### src/rtl/mcpu_progmem.sv
// Program/data memory for the 6-bit accumulator CPU, with a byte-handshake
// loader that holds the CPU in reset and a debug dump stream.
module mcpu_progmem #(
  parameter int unsigned AW = 4,
  parameter int unsigned DW = 6
) (
  input  logic          clk,
  input  logic          rst,
  input  logic [AW-1:0] cpu_addr,
  input  logic [DW-1:0] cpu_wdata,
  input  logic          cpu_we_n,
  output logic [DW-1:0] cpu_rdata,
  output logic          cpu_rst_n,
  input  logic          ld_valid,
  input  logic [DW-1:0] ld_data,
  output logic          ld_ready,
  input  logic          dump_req,
  output logic          dump_valid,
  output logic [DW-1:0] dump_data,
  input  logic          dump_ready,
  output logic          load_done
);

  localparam int unsigned DEPTH = 1 << AW;
  localparam logic [AW-1:0] PTR_LAST = AW'(DEPTH - 1);

  localparam logic [1:0] ST_LOAD = 2'b00;
  localparam logic [1:0] ST_RUN  = 2'b01;
  localparam logic [1:0] ST_DUMP = 2'b10;

  logic [DW-1:0] mem_q [DEPTH];

  logic [1:0]    state_q, state_d;
  logic [AW-1:0] ptr_q, ptr_d;
  logic          cpu_rst_n_q, cpu_rst_n_d;
  logic          load_done_q, load_done_d;

  logic          mem_we;
  logic [AW-1:0] mem_waddr;
  logic [DW-1:0] mem_wdata;

  // Next-state, pointer and memory write-port selection
  always_comb begin
    state_d   = state_q;
    ptr_d     = ptr_q;
    mem_we    = 1'b0;
    mem_waddr = ptr_q;
    mem_wdata = ld_data;

    case (state_q)
      ST_LOAD: begin
        if (ld_valid) begin
          mem_we = 1'b1;
          ptr_d  = AW'(ptr_q + 1'b1);
          if (ptr_q == PTR_LAST) state_d = ST_RUN;
        end
      end
      ST_RUN: begin
        if (!cpu_we_n) begin
          mem_we    = 1'b1;
          mem_waddr = cpu_addr;
          mem_wdata = cpu_wdata;
        end
        if (dump_req) begin
          state_d = ST_DUMP;
          ptr_d   = '0;
        end
      end
      ST_DUMP: begin
        if (dump_ready) begin
          ptr_d = AW'(ptr_q + 1'b1);
          if (ptr_q == PTR_LAST) state_d = ST_LOAD;
        end
      end
      default: begin
        state_d = ST_LOAD;
        ptr_d   = '0;
      end
    endcase

    // No memory commits while the block is held in reset
    if (!rst) mem_we = 1'b0;

    cpu_rst_n_d = (state_d == ST_RUN);
    load_done_d = (state_d == ST_RUN);
  end

  always_ff @(posedge clk) begin
    if (!rst) begin
      state_q     <= ST_LOAD;
      ptr_q       <= '0;
      cpu_rst_n_q <= 1'b0;
      load_done_q <= 1'b0;
    end else begin
      state_q     <= state_d;
      ptr_q       <= ptr_d;
      cpu_rst_n_q <= cpu_rst_n_d;
      load_done_q <= load_done_d;
    end
  end

  // Storage is deliberately not reset so contents survive a reset pulse
  always_ff @(posedge clk) begin
    if (mem_we) mem_q[mem_waddr] <= mem_wdata;
  end

  assign cpu_rdata  = mem_q[cpu_addr];
  assign dump_data  = mem_q[ptr_q];
  assign dump_valid = (state_q == ST_DUMP);
  assign ld_ready   = (state_q == ST_LOAD);
  assign cpu_rst_n  = cpu_rst_n_q;
  assign load_done  = load_done_q;

endmodule

### config.mk
export PLATFORM = sky130hd
export DESIGN_NAME = mcpu_progmem
export DESIGN_NICKNAME = d
export VERILOG_FILES = /design/src/rtl/mcpu_progmem.sv
export SDC_FILE = /design/constraint.sdc
export NUM_CORES = 1
export LEC_CHECK = 0
export CAP_MARGIN = 20
export CELL_PAD_IN_SITES_DETAIL_PLACEMENT = 1
export CELL_PAD_IN_SITES_GLOBAL_PLACEMENT = 1
export CORE_MARGIN = 3
export CORE_UTILIZATION = 31
export CTS_BUF_LIST = sky130_fd_sc_hd__clkbuf_8
export CTS_CLUSTER_SIZE = 16
export DETAILED_ROUTE_END_ITERATION = 8
export PLACE_DENSITY_LB_ADDON = 0.1
export SLEW_MARGIN = 30
export SYNTH_ARGS = -nofsm -noshare
export SYNTH_HDL_FRONTEND = slang
export SYNTH_SLANG_ARGS = --single-unit
### constraint.sdc
create_clock -name clk -period 2 [get_ports clk]
set_input_delay 0.4 -clock clk [delete_from_list [all_inputs] [get_ports clk]]
set_output_delay 0.4 -clock clk [all_outputs]
set_load 0.02 [all_outputs]
## Yosys cells after proc, flatten, opt, wreduce, memory -nomap -nowiden

Memory sizes are Yosys's and may differ from the RTL's. A register that Yosys moved wholly into a read port is not among the register bits.
Index checks and enable logic that the tools add are counted.
W data, S select, Z words.

- Bits in writable memories: 96
- Flip-flop bits (word level): 7
- Memories kept: 1
- Output and inout bits: 16

Memory list:

| memory | depth | width | read ports | clocked after memory_dff | wr ports | line | source |
|---|---|---|---|---|---|---|---|
| mem_q | 16 | 6 | 2 | 1 | 1 | 31 | `logic [DW-1:0] mem_q [DEPTH];` |

- Mux-type cells: 22
- Add/subtract/negate cells: 1
- Reductions and logical operators: 2
- Eq/ne operators: 7

Operator list:

| operator | count |
|---|---|
| $mux W4 | 7 |
| $mux W6 | 2 |
| $pmux W4 S3 | 1 |
| $mux W2 | 5 |
| $pmux W2 S3 | 1 |
| $mux W1 | 5 |
| $add A4 B1 Y4 const B | 1 |
| $eq A2 B1 Y1 const B | 2 |
| $eq A4 B4 Y1 const B | 1 |
| $ne A2 B2 Y1 const B | 2 |
| $reduce_and A3 Y1 | 1 |
| $eq A2 B2 Y1 const B | 1 |
| $logic_not A2 Y1 | 1 |
| $ne A2 B1 Y1 const B | 1 |
| $pmux W1 S2 | 1 |

## Logic depth before layout (Yosys ltp)

Gate-level depths: netlist (run 1).

- Depth after elaboration: 5
- Gate-level depth with buffers: 6
- Mapped depth without buffers: 4

## Worst setup path after synthesis (run 1)

OpenSTA, ideal clock, no wires.

- Kind: in2out
- From: input port cpu_addr[0]
- To: output port cpu_rdata[2]
- Buffers on the path: 2
- Stages on the path: 5
- Required time: 1600 ps
- Arrival: 1634 ps
- Setup slack: -34 ps
- Cells stage by stage: buf_2 > buf_4 > mux4_2 > a22oi_1 > nand2_1

- Word-level cells in the longest chain between the ends: 1

Ends and longest elaborated chain:

| what | line | source |
|---|---|---|
| start: declaration | 9 | `input logic [AW-1:0] cpu_addr,` |
| $mem_v2 Z16 W6 | -- |  |
| end: declaration | 12 | `output logic [DW-1:0] cpu_rdata,` |

Every way passes these cells.

==> report_table.html, run 1 <==
<table>
<tr><th>Metric</th><th>Value</th></tr>
<tr><th colspan="2">Timing</th></tr>
<tr><td>Maximum clock frequency</td><td>around 0.42 GHz</td></tr>
<tr><td>Worst slew slack as a fraction of its limit</td><td>0.6390</td></tr>
<tr><td>Clock skew</td><td>0.008098 ns</td></tr>
<tr><td>Worst Hold Margin</td><td>0.6164 ns</td></tr>
<tr><td>Number of failing setup endpoints in the final timing report</td><td>12</td></tr>
<tr><td>Worst Tran Pin Value</td><td>0.5409 ns</td></tr>
<tr><td>RSZ-0062 raised after global routing</td><td>yes</td></tr>
<tr><td>Time the worst path needs with I/O delays and setup</td><td>about 2.4 ns</td></tr>
<tr><td>Final worst-path setup slack</td><td>-0.3867 ns</td></tr>
<tr><td>Period Utilization, post-route</td><td>1.193</td></tr>
<tr><td>Count of endpoints failing hold in the final timing report</td><td>0</td></tr>
<tr><td>Number of pins with negative max-slew slack in the final report</td><td>0</td></tr>
<tr><td>Total Neg Setup Slack</td><td>-2.591 ns</td></tr>
<tr><th colspan="2">Drt</th></tr>
<tr><td>Number of nets still failing antenna checks after routing</td><td>0</td></tr>
<tr><td>Via/cell ratio</td><td>5.075</td></tr>
<tr><td>First-pass iteration count of the detailed router</td><td>4</td></tr>
<tr><td>Drt total wl</td><td>13.74 mm</td></tr>
<tr><td>Average wire per cell in the routed design</td><td>between 20 and 25 um</td></tr>
<tr><td>Vias</td><td>around 3,100</td></tr>
<tr><td>DRT iter0 DRCs</td><td>210</td></tr>
<tr><td>Remaining design rule violation count</td><td>0</td></tr>
<tr><th colspan="2">Synthesis</th></tr>
<tr><td>Leading cell type by number of instances after synthesis</td><td>edfxtp_1</td></tr>
<tr><td>Prevailing post-synth register cell</td><td>edfxtp_1</td></tr>
<tr><td>Summed instance area of the synthesized netlist</td><td>5055 um^2</td></tr>
<tr><td>Cell taking the most area after synthesis</td><td>edfxtp_1</td></tr>
<tr><td>Post-Synthesis Net Count</td><td>318</td></tr>
<tr><td>Share of Yosys cell area claimed by the top area cell type</td><td>0.5703</td></tr>
<tr><td>Area contributors post-synth</td><td>edfxtp_1 (57%), mux4_2 (21%), dfxtp_1 (4.4%)</td></tr>
<tr><td>Count of mapped cells out of synthesis</td><td>295</td></tr>
<tr><td>Post-synth EDFFs</td><td>96</td></tr>
<tr><td>Portion of the post-synthesis area used by sequential elements</td><td>0.6139</td></tr>
<tr><td>Distinct cell type count after synthesis</td><td>35</td></tr>
<tr><td>Commonest cells in the netlist</td><td>edfxtp_1 (96), mux4_2 (48), a22oi_1 (25)</td></tr>
<tr><td>Async set-or-reset flop fraction in the synthesized netlist</td><td>0</td></tr>
<tr><td>Mapped Avg Cell Area</td><td>17.14 um^2</td></tr>
<tr><td>Total number of yosys warnings</td><td>0</td></tr>
<tr><td>Synthesized flop and latch total</td><td>107</td></tr>
<tr><th colspan="2">Clocking</th></tr>
<tr><td>Post-cts hold buffer count</td><td>0</td></tr>
<tr><td>TritonCTS clock tree</td><td>built</td></tr>
<tr><td>Number of levels in the clock H-tree</td><td>3</td></tr>
<tr><td>Register clock-pin slew on the reported worst setup and hold paths</td><td>0.09 ns</td></tr>
<tr><td>Number of clock sinks seen by CTS</td><td>107</td></tr>
<tr><td>Insertion delay of the later-clocked pin in the worst-skew pair</td><td>0.37 ns</td></tr>
<tr><td>Clock Root Buffer</td><td>clkbuf_8</td></tr>
<tr><td>TritonCTS Buffers</td><td>9</td></tr>
<tr><td>Clock Tree Buf Depth</td><td>2</td></tr>
<tr><th colspan="2">Worst hold path</th></tr>
<tr><td>Hold/Removal Path Class</td><td>flop to flop</td></tr>
<tr><td>Startpoint of the worst hold path</td><td>ptr_q[0]</td></tr>
<tr><td>Hold Path Cell Cnt</td><td>2</td></tr>
<tr><th colspan="2">Setup path</th></tr>
<tr><td>Nature of the critical path endpoint</td><td>primary output</td></tr>
<tr><td>Critical path class</td><td>flop to primary output</td></tr>
<tr><td>Cell-by-cell trace of the critical path</td><td>buf_12 -&gt; buf_8 -&gt; mux4_2 -&gt; a22oi_2 -&gt; nand2_2 -&gt; buf_6</td></tr>
<tr><td>Cell with the biggest individual delay on the critical path</td><td>mux4_2</td></tr>
<tr><td>Critical Path Source Type</td><td>flop</td></tr>
<tr><td>Flop-to-flop setup slack</td><td>about 0.17 ns</td></tr>
<tr><td>Critical register-to-register path startpoint</td><td>state_q[1]</td></tr>
<tr><td>Worst Path Required</td><td>around 1.6 ns</td></tr>
<tr><td>Stage delay of the slowest cell on the critical path</td><td>0.50 ns</td></tr>
<tr><td>Reg-to-reg critical path endpoint</td><td>mem_q[14][0]</td></tr>
<tr><td>Highest net fanout along the worst path</td><td>6</td></tr>
<tr><td>Crit path DAT</td><td>1.99 ns</td></tr>
<tr><td>Cell count of the worst reg-to-reg path</td><td>7</td></tr>
<tr><th colspan="2">Finish</th></tr>
<tr><td>Number of fillers in the final layout</td><td>1,608</td></tr>
<tr><td>Number of inserted diodes</td><td>0</td></tr>
<tr><td>Final core utilization</td><td>0.4096</td></tr>
<tr><td>Multi-input gate area</td><td>1969 um^2</td></tr>
<tr><td>Final instance count without filler cells</td><td>601</td></tr>
<tr><td>Total Nets Final</td><td>403</td></tr>
<tr><td>Sequential Area</td><td>3107 um^2</td></tr>
<tr><td>P&amp;R area growth vs syn</td><td>29.18%</td></tr>
<tr><td>Fraction of layout cells with a size suffix above 1</td><td>0.4545</td></tr>
<tr><th colspan="2">Power and ir drop</th></tr>
<tr><td>Leakage dissipation</td><td>0.002150 uW</td></tr>
<tr><td>Overall power after layout</td><td>between 4000 and 5000 uW</td></tr>
<tr><td>Power density over the cells</td><td>669.4 nW/um^2</td></tr>
<tr><td>Max rail drop VDD</td><td>0.2371 mV</td></tr>
<tr><th colspan="2">Global routing</th></tr>
<tr><td>Total grt overflow</td><td>0</td></tr>
<tr><td>Global-route wire length before repair</td><td>21.27 mm</td></tr>
<tr><td>Via count of the first global-routing pass</td><td>roughly 3,400</td></tr>
<tr><td>Initial antenna violation count</td><td>0</td></tr>
<tr><td>Largest net degree at the start of global routing</td><td>24</td></tr>
<tr><td>GRT Overall Usage</td><td>0.1634</td></tr>
<tr><th colspan="2">Place</th></tr>
<tr><td>HPWL after detailed placement</td><td>9.842 mm</td></tr>
<tr><td>Count of input and output buffers</td><td>37</td></tr>
<tr><td>Cell count after placement</td><td>575</td></tr>
<tr><td>Final weighted congestion in routability-driven placement</td><td>between 0.7 and 0.8</td></tr>
<tr><th colspan="2">Die</th></tr>
<tr><td>Area of the die</td><td>approximately 18,000 um^2</td></tr>
<tr><td>Horizontal die dimension</td><td>between 100 and 150 um</td></tr>
<tr><td>Initial core utilization</td><td>0.3171</td></tr>
<tr><td>Std-Cell Core Area</td><td>~16,000 um^2</td></tr>
<tr><td>Number of cell rows</td><td>46</td></tr>
<tr><td>Y dimension of the die</td><td>133.7 um</td></tr>
<tr><td>Ports</td><td>38</td></tr>
<tr><th colspan="2">Flow run</th></tr>
<tr><td>Max Cap Viol</td><td>0</td></tr>
<tr><th colspan="2">Run status</th></tr>
<tr><td>Violated checks</td><td>setup timing</td></tr>
<tr><td>Status</td><td>finished with violations</td></tr>
</table>
[repair_timing]
action | CTS | global route
gates cloned | 3 | 0
buffers inserted | 5 | 2
pin swaps | 19 | 9
resized for setup | 99 | 14
setup endpoints to repair | 14 | 100
[report_power, final]
part	total (uW)	switching, uW	internal, uW
clock	1290	728	565
sequential	2460	13.5	2450
combinational	616	291	325
[flip-flops by register name (all words and copies together) (netlist names), named ones only]
| register | cells |
|---|---|
| mem_q | 96 |
| ptr_q | 4 |
| state_q | 2 |
| load_done | 1 |
[kinds of logic after synthesis]
group                      synth area share
adders and majority gates          0.002475
muxes                                0.2354
DFF                                  0.6139
xor gates and xnor gates           0.001733
and+or+nand+nor                     0.07005
AOI/OAI and AO/OA                   0.05347
buffers and inverters               0.02302
[per-layer routing]
metal,GRT usage,up-vias,part of all wire
met3,0.02455,11,0.044
met2,0.2810,72,0.51
met1,0.2154,1598,0.43
met4,0.04857,0,0.012
met5,0,-,0
li1,-,1369,-
[layout by cell type (no fill, tap or decap), types with 2 or more instances in the layout]
master and instances:
nand2_1 9, clkinv_1 2, clkdlybuf4s50_1 20, mux2i_1 2, nand2b_1 5, buf_12 9
clkbuf_8 9, clkinv_2 2, buf_8 2, and2_1 6, o21ai_2 2, mux4_2 48
buf_4 38, o21ai_1 3, buf_6 14, dlygate4sd2_1 2, dfxtp_1 10, o21ai_0 2
buf_16 3, edfxtp_1 96, nor2_1 20, inv_1 3, nor2b_1 8, nand3_1 2
nor3_1 2, a22oi_1 5, mux2_2 7, a21oi_1 2, nand2_2 7, nor3b_1 2
buf_2 3, a22oi_2 20
[cell type report]
class	instances	share of cell area
clock buffers	9	0.01897
inverters	2	0.001150
well taps	216	0.04139
multi-input cells	167	0.3016
flip-flops and latches	107	0.4758
clock inverters	7	0.009197
repair buffers	93	0.1519
[how the worst max path moves through the flow]
| stage | from | endpoint | depth (start not counted) |
|---|---|---|---|
| after floorplan | cpu_addr[1] | cpu_rdata[3] | 5 |
| after global placement | cpu_addr[1] | cpu_rdata[3] | 6 |
| after detailed placement | cpu_addr[1] | cpu_rdata[3] | 6 |
| after CTS | flop | dump_data[2] | 5 |
| after global routing | flop | dump_data[5] | 7 |
| final | flop | dump_data[4] | 6 |
[metrics by stage]
step | setup WS, ns | instance area, um^2
global route | -0.4877 | 6530
floorplan | 0.03584 | 5077
CTS | -0.4797 | 6450
global placement | -0.8320 | 6041
finish | -0.3867 | 6530
detailed placement | -0.8080 | 6041
[worst max-delay path, delay by kind of cell, from the launching register on]
kind            cells  cell delay, ns
mux                 1            0.50
buf+inv             3            0.41
flops               1            0.39
compound gates      1            0.21
simple gates        1            0.10
No activity file was read; power rests on OpenSTA's default activity.
==> inputs of run 2 (changes only) <==
--- a/config.mk
+++ b/config.mk
@@ -9,7 +9,7 @@
 export CELL_PAD_IN_SITES_DETAIL_PLACEMENT = 1
 export CELL_PAD_IN_SITES_GLOBAL_PLACEMENT = 1
 export CORE_MARGIN = 3
-export CORE_UTILIZATION = 31
+export CORE_UTILIZATION = 35
 export CTS_BUF_LIST = sky130_fd_sc_hd__clkbuf_8
 export CTS_CLUSTER_SIZE = 16
 export DETAILED_ROUTE_END_ITERATION = 8
==> run 2 against run 1 <==
Net effect:
- the run still ends with setup timing left
- sequential share of layout area grew 0.57 points
- register-to-register slack is essentially flat
- clock skew grew 0.0031 ns
- critical path type unchanged
- hold slack lost 0.0082 ns
- sequential cell count is the same
- clock power grew 14%
- routed wire length grew 1.5%
- die area shrank 11%
==> report_table.html, run 2 (synthesis results as in run 1) <==
<table>
<tr><th>Metric</th><th>Value</th></tr>
<tr><th colspan="2">Run status</th></tr>
<tr><td>Status</td><td>finished with violations</td></tr>
<tr><td>Violated checks</td><td>setup timing</td></tr>
<tr><th colspan="2">Drt</th></tr>
<tr><td>Remaining design rule violation count</td><td>0</td></tr>
<tr><td>Average wire per cell in the routed design</td><td>24.93 um</td></tr>
<tr><td>First-pass iteration count of the detailed router</td><td>4</td></tr>
<tr><td>Number of nets still failing antenna checks after routing</td><td>0</td></tr>
<tr><td>Via/cell ratio</td><td>~5.4</td></tr>
<tr><td>Drt total wl</td><td>between 10 and 15 mm</td></tr>
<tr><td>Vias</td><td>3,042</td></tr>
<tr><td>DRT iter0 DRCs</td><td>214</td></tr>
<tr><th colspan="2">Finish</th></tr>
<tr><td>Number of fillers in the final layout</td><td>1,375</td></tr>
<tr><td>Total Nets Final</td><td>397</td></tr>
<tr><td>Number of inserted diodes</td><td>0</td></tr>
<tr><td>Leading cell type in the layout, fill and taps excluded</td><td>edfxtp_1</td></tr>
<tr><td>Fraction of layout cells with a size suffix above 1</td><td>0.4723</td></tr>
<tr><td>Reg with most FFs</td><td>mem_q</td></tr>
<tr><td>Multi-input gate area</td><td>about 2000 um^2</td></tr>
<tr><td>Registers with the most flip-flops</td><td>mem_q (96), ptr_q (4), state_q (2)</td></tr>
<tr><td>Highest-count cells in the layout ignoring fill and taps</td><td>edfxtp_1 (96), mux4_2 (48), buf_4 (35), a22oi_2 (24), nor2_1 (20)</td></tr>
<tr><td>P&amp;R area growth vs syn</td><td>27.70%</td></tr>
<tr><td>Sequential Area</td><td>a little over 3000 um^2</td></tr>
<tr><td>Flip-flop count of the largest register, all copies and words added</td><td>96</td></tr>
<tr><th colspan="2">Setup path</th></tr>
<tr><td>Highest net fanout along the worst path</td><td>5</td></tr>
<tr><td>Crit path DAT</td><td>2.02 ns</td></tr>
<tr><td>Flop-to-flop setup slack</td><td>0.16 ns</td></tr>
<tr><td>Critical Path Source Type</td><td>flop</td></tr>
<tr><td>Nature of the critical path endpoint</td><td>primary output</td></tr>
<tr><td>Critical register-to-register path startpoint</td><td>state_q[1]</td></tr>
<tr><td>CP endpoint</td><td>dump_data[3]</td></tr>
<tr><td>Cell count of the worst reg-to-reg path</td><td>5</td></tr>
<tr><td>Reg-to-reg critical path endpoint</td><td>mem_q[5][0]</td></tr>
<tr><td>Worst Path Required</td><td>about 1.6 ns</td></tr>
<tr><td>Critical path class</td><td>flop to primary output</td></tr>
<tr><th colspan="2">Die</th></tr>
<tr><td>Number of cell rows</td><td>43</td></tr>
<tr><td>Std-Cell Core Area</td><td>13,990 um^2</td></tr>
<tr><td>Horizontal die dimension</td><td>126.2 um</td></tr>
<tr><td>Area of the die</td><td>15,920 um^2</td></tr>
<tr><td>Ports</td><td>38</td></tr>
<tr><td>Initial core utilization</td><td>0.3614</td></tr>
<tr><td>Y dimension of the die</td><td>126.2 um</td></tr>
<tr><th colspan="2">Timing</th></tr>
<tr><td>Total Neg Setup Slack</td><td>-2.812 ns</td></tr>
<tr><td>Number of pins with negative max-slew slack in the final report</td><td>0</td></tr>
<tr><td>Period Utilization, post-route</td><td>1.208</td></tr>
<tr><td>Time the worst path needs with I/O delays and setup</td><td>~2.4 ns</td></tr>
<tr><td>Clock skew</td><td>about 0.011 ns</td></tr>
<tr><td>RSZ-0062 raised after global routing</td><td>yes</td></tr>
<tr><td>Count of endpoints failing hold in the final timing report</td><td>0</td></tr>
<tr><td>Worst Hold Margin</td><td>0.6082 ns</td></tr>
<tr><td>Worst slew slack as a fraction of its limit</td><td>0.5077</td></tr>
<tr><td>Worst Tran Pin Value</td><td>0.7357 ns</td></tr>
<tr><td>Maximum clock frequency</td><td>approximately 0.41 GHz</td></tr>
<tr><td>Number of failing setup endpoints in the final timing report</td><td>12</td></tr>
<tr><td>Final worst-path setup slack</td><td>-0.4152 ns</td></tr>
<tr><th colspan="2">Worst hold path</th></tr>
<tr><td>Hold/Removal Path Class</td><td>flop to flop</td></tr>
<tr><th colspan="2">Global routing</th></tr>
<tr><td>Global-route wire length before repair</td><td>21.23 mm</td></tr>
<tr><td>Total grt overflow</td><td>0</td></tr>
<tr><td>Via count of the first global-routing pass</td><td>3,347</td></tr>
<tr><td>Largest net degree at the start of global routing</td><td>25</td></tr>
<tr><td>GRT Overall Usage</td><td>0.1835</td></tr>
<tr><td>Initial antenna violation count</td><td>0</td></tr>
<tr><th colspan="2">Power and ir drop</th></tr>
<tr><td>Overall power after layout</td><td>4562 uW</td></tr>
<tr><td>Max rail drop VDD</td><td>0.3282 mV</td></tr>
<tr><td>Power density over the cells</td><td>706.8 nW/um^2</td></tr>
<tr><td>Leakage dissipation</td><td>0.002111 uW</td></tr>
<tr><th colspan="2">Clocking</th></tr>
<tr><td>Clock Tree Buf Depth</td><td>2</td></tr>
<tr><td>Clock Root Buffer</td><td>clkbuf_8</td></tr>
<tr><td>TritonCTS Buffers</td><td>9</td></tr>
<tr><td>Register clock-pin slew on the reported worst setup and hold paths</td><td>~0.10 ns</td></tr>
<tr><td>Insertion delay of the later-clocked pin in the worst-skew pair</td><td>0.38 ns</td></tr>
<tr><td>TritonCTS clock tree</td><td>built</td></tr>
<tr><td>Number of clock sinks seen by CTS</td><td>107</td></tr>
<tr><td>Number of levels in the clock H-tree</td><td>3</td></tr>
<tr><th colspan="2">Flow run</th></tr>
<tr><td>Max Cap Viol</td><td>0</td></tr>
<tr><th colspan="2">Place</th></tr>
<tr><td>Count of input and output buffers</td><td>37</td></tr>
<tr><td>Final weighted congestion in routability-driven placement</td><td>0.7571</td></tr>
<tr><td>HPWL after detailed placement</td><td>9.657 mm</td></tr>
</table>
-- run 2: cell types whose count changed in the layout (fill, tap and decap cells not counted), sizes merged --
cell,change
buf,-6
clkdlybuf4s50,-2
bufinv,+1
clkinvlp,+2
dlygate4sd2,+2
clkinv,-2
inv,-1
-- run 2: worst max-delay path: stages, from the launching register on --
cell and delay [ns]:
dfxtp_4 0.42, buf_12 0.15, buf_6 0.10, mux4_2 0.51, a22oi_2 0.21, nand2_1 0.11
buf_6 0.14
-- run 2: power by group --
part	internal, uW	switching [uW]	leakage (uW)
logic	323	305	0.00105
registers	2450	15.4	0.000955
clock network	701	769	0.000103
total	3470	1090	0.00211
-- run 2: layout make-up --
cell class	instances	area share
clock buffers	9	0.01919
clock inverters	7	0.01434
inverters	2	0.001163
multi-input cells	167	0.3096
flip-flops and latches	107	0.4815
well taps	180	0.03489
repair buffers	87	0.1394
-- run 2: worst min path at each step --
stage                      end  cells past startpoint  slack (ns)  startpoint
after floorplan           flop                      2        0.53    ptr_q[3]
after global placement    flop                      2        0.59    ptr_q[0]
after detailed placement  flop                      2        0.59    ptr_q[0]
after CTS                 flop                      2        0.61    ptr_q[0]
after global routing      flop                      2        0.66    ptr_q[0]
final                     flop                      2        0.61    ptr_q[3]
-- run 2: through the flow --
stage / util / setup WS [ns] / cell area (um^2) / cells
6_report: 0.4614 / -0.4152 / 6455 / 559
2_1_floorplan: - / 0.03584 / 5077 / 295
4_1_cts: 0.4628 / -0.4507 / 6474 / 560
5_1_grt: 0.4614 / -0.4852 / 6455 / 559
3_3_place_gp: 0.4256 / -0.7886 / 5953 / 535
3_5_place_dp: 0.4256 / -0.7836 / 5953 / 535
-- run 2: repair_timing --
item | in CTS | in global routing
gates resized for setup | 113 | 9
setup endpoints to repair | 38 | 90
hold buffers | 0 | 0
pin swaps | 23 | 8
buffers inserted | 6 | 1
gates cloned | 3 | 0
-- run 2: metal layers --
metal,global-route usage,up-vias,part of all wire
met1,0.2516,1608,0.45
met5,0,-,0
met2,0.3052,63,0.50
met4,0.04543,0,0.0094
li1,-,1361,-
met3,0.03350,10,0.042
==> inputs of run 3 (changes only) <==
--- a/config.mk
+++ b/config.mk
@@ -11,7 +11,6 @@
 export CORE_MARGIN = 3
 export CORE_UTILIZATION = 35
 export CTS_BUF_LIST = sky130_fd_sc_hd__clkbuf_8
-export CTS_CLUSTER_SIZE = 16
 export DETAILED_ROUTE_END_ITERATION = 8
 export PLACE_DENSITY_LB_ADDON = 0.1
 export SLEW_MARGIN = 30
==> results of run 3 <==
Same layout as run 2: the final DEF is identical, and so are final timing and power.
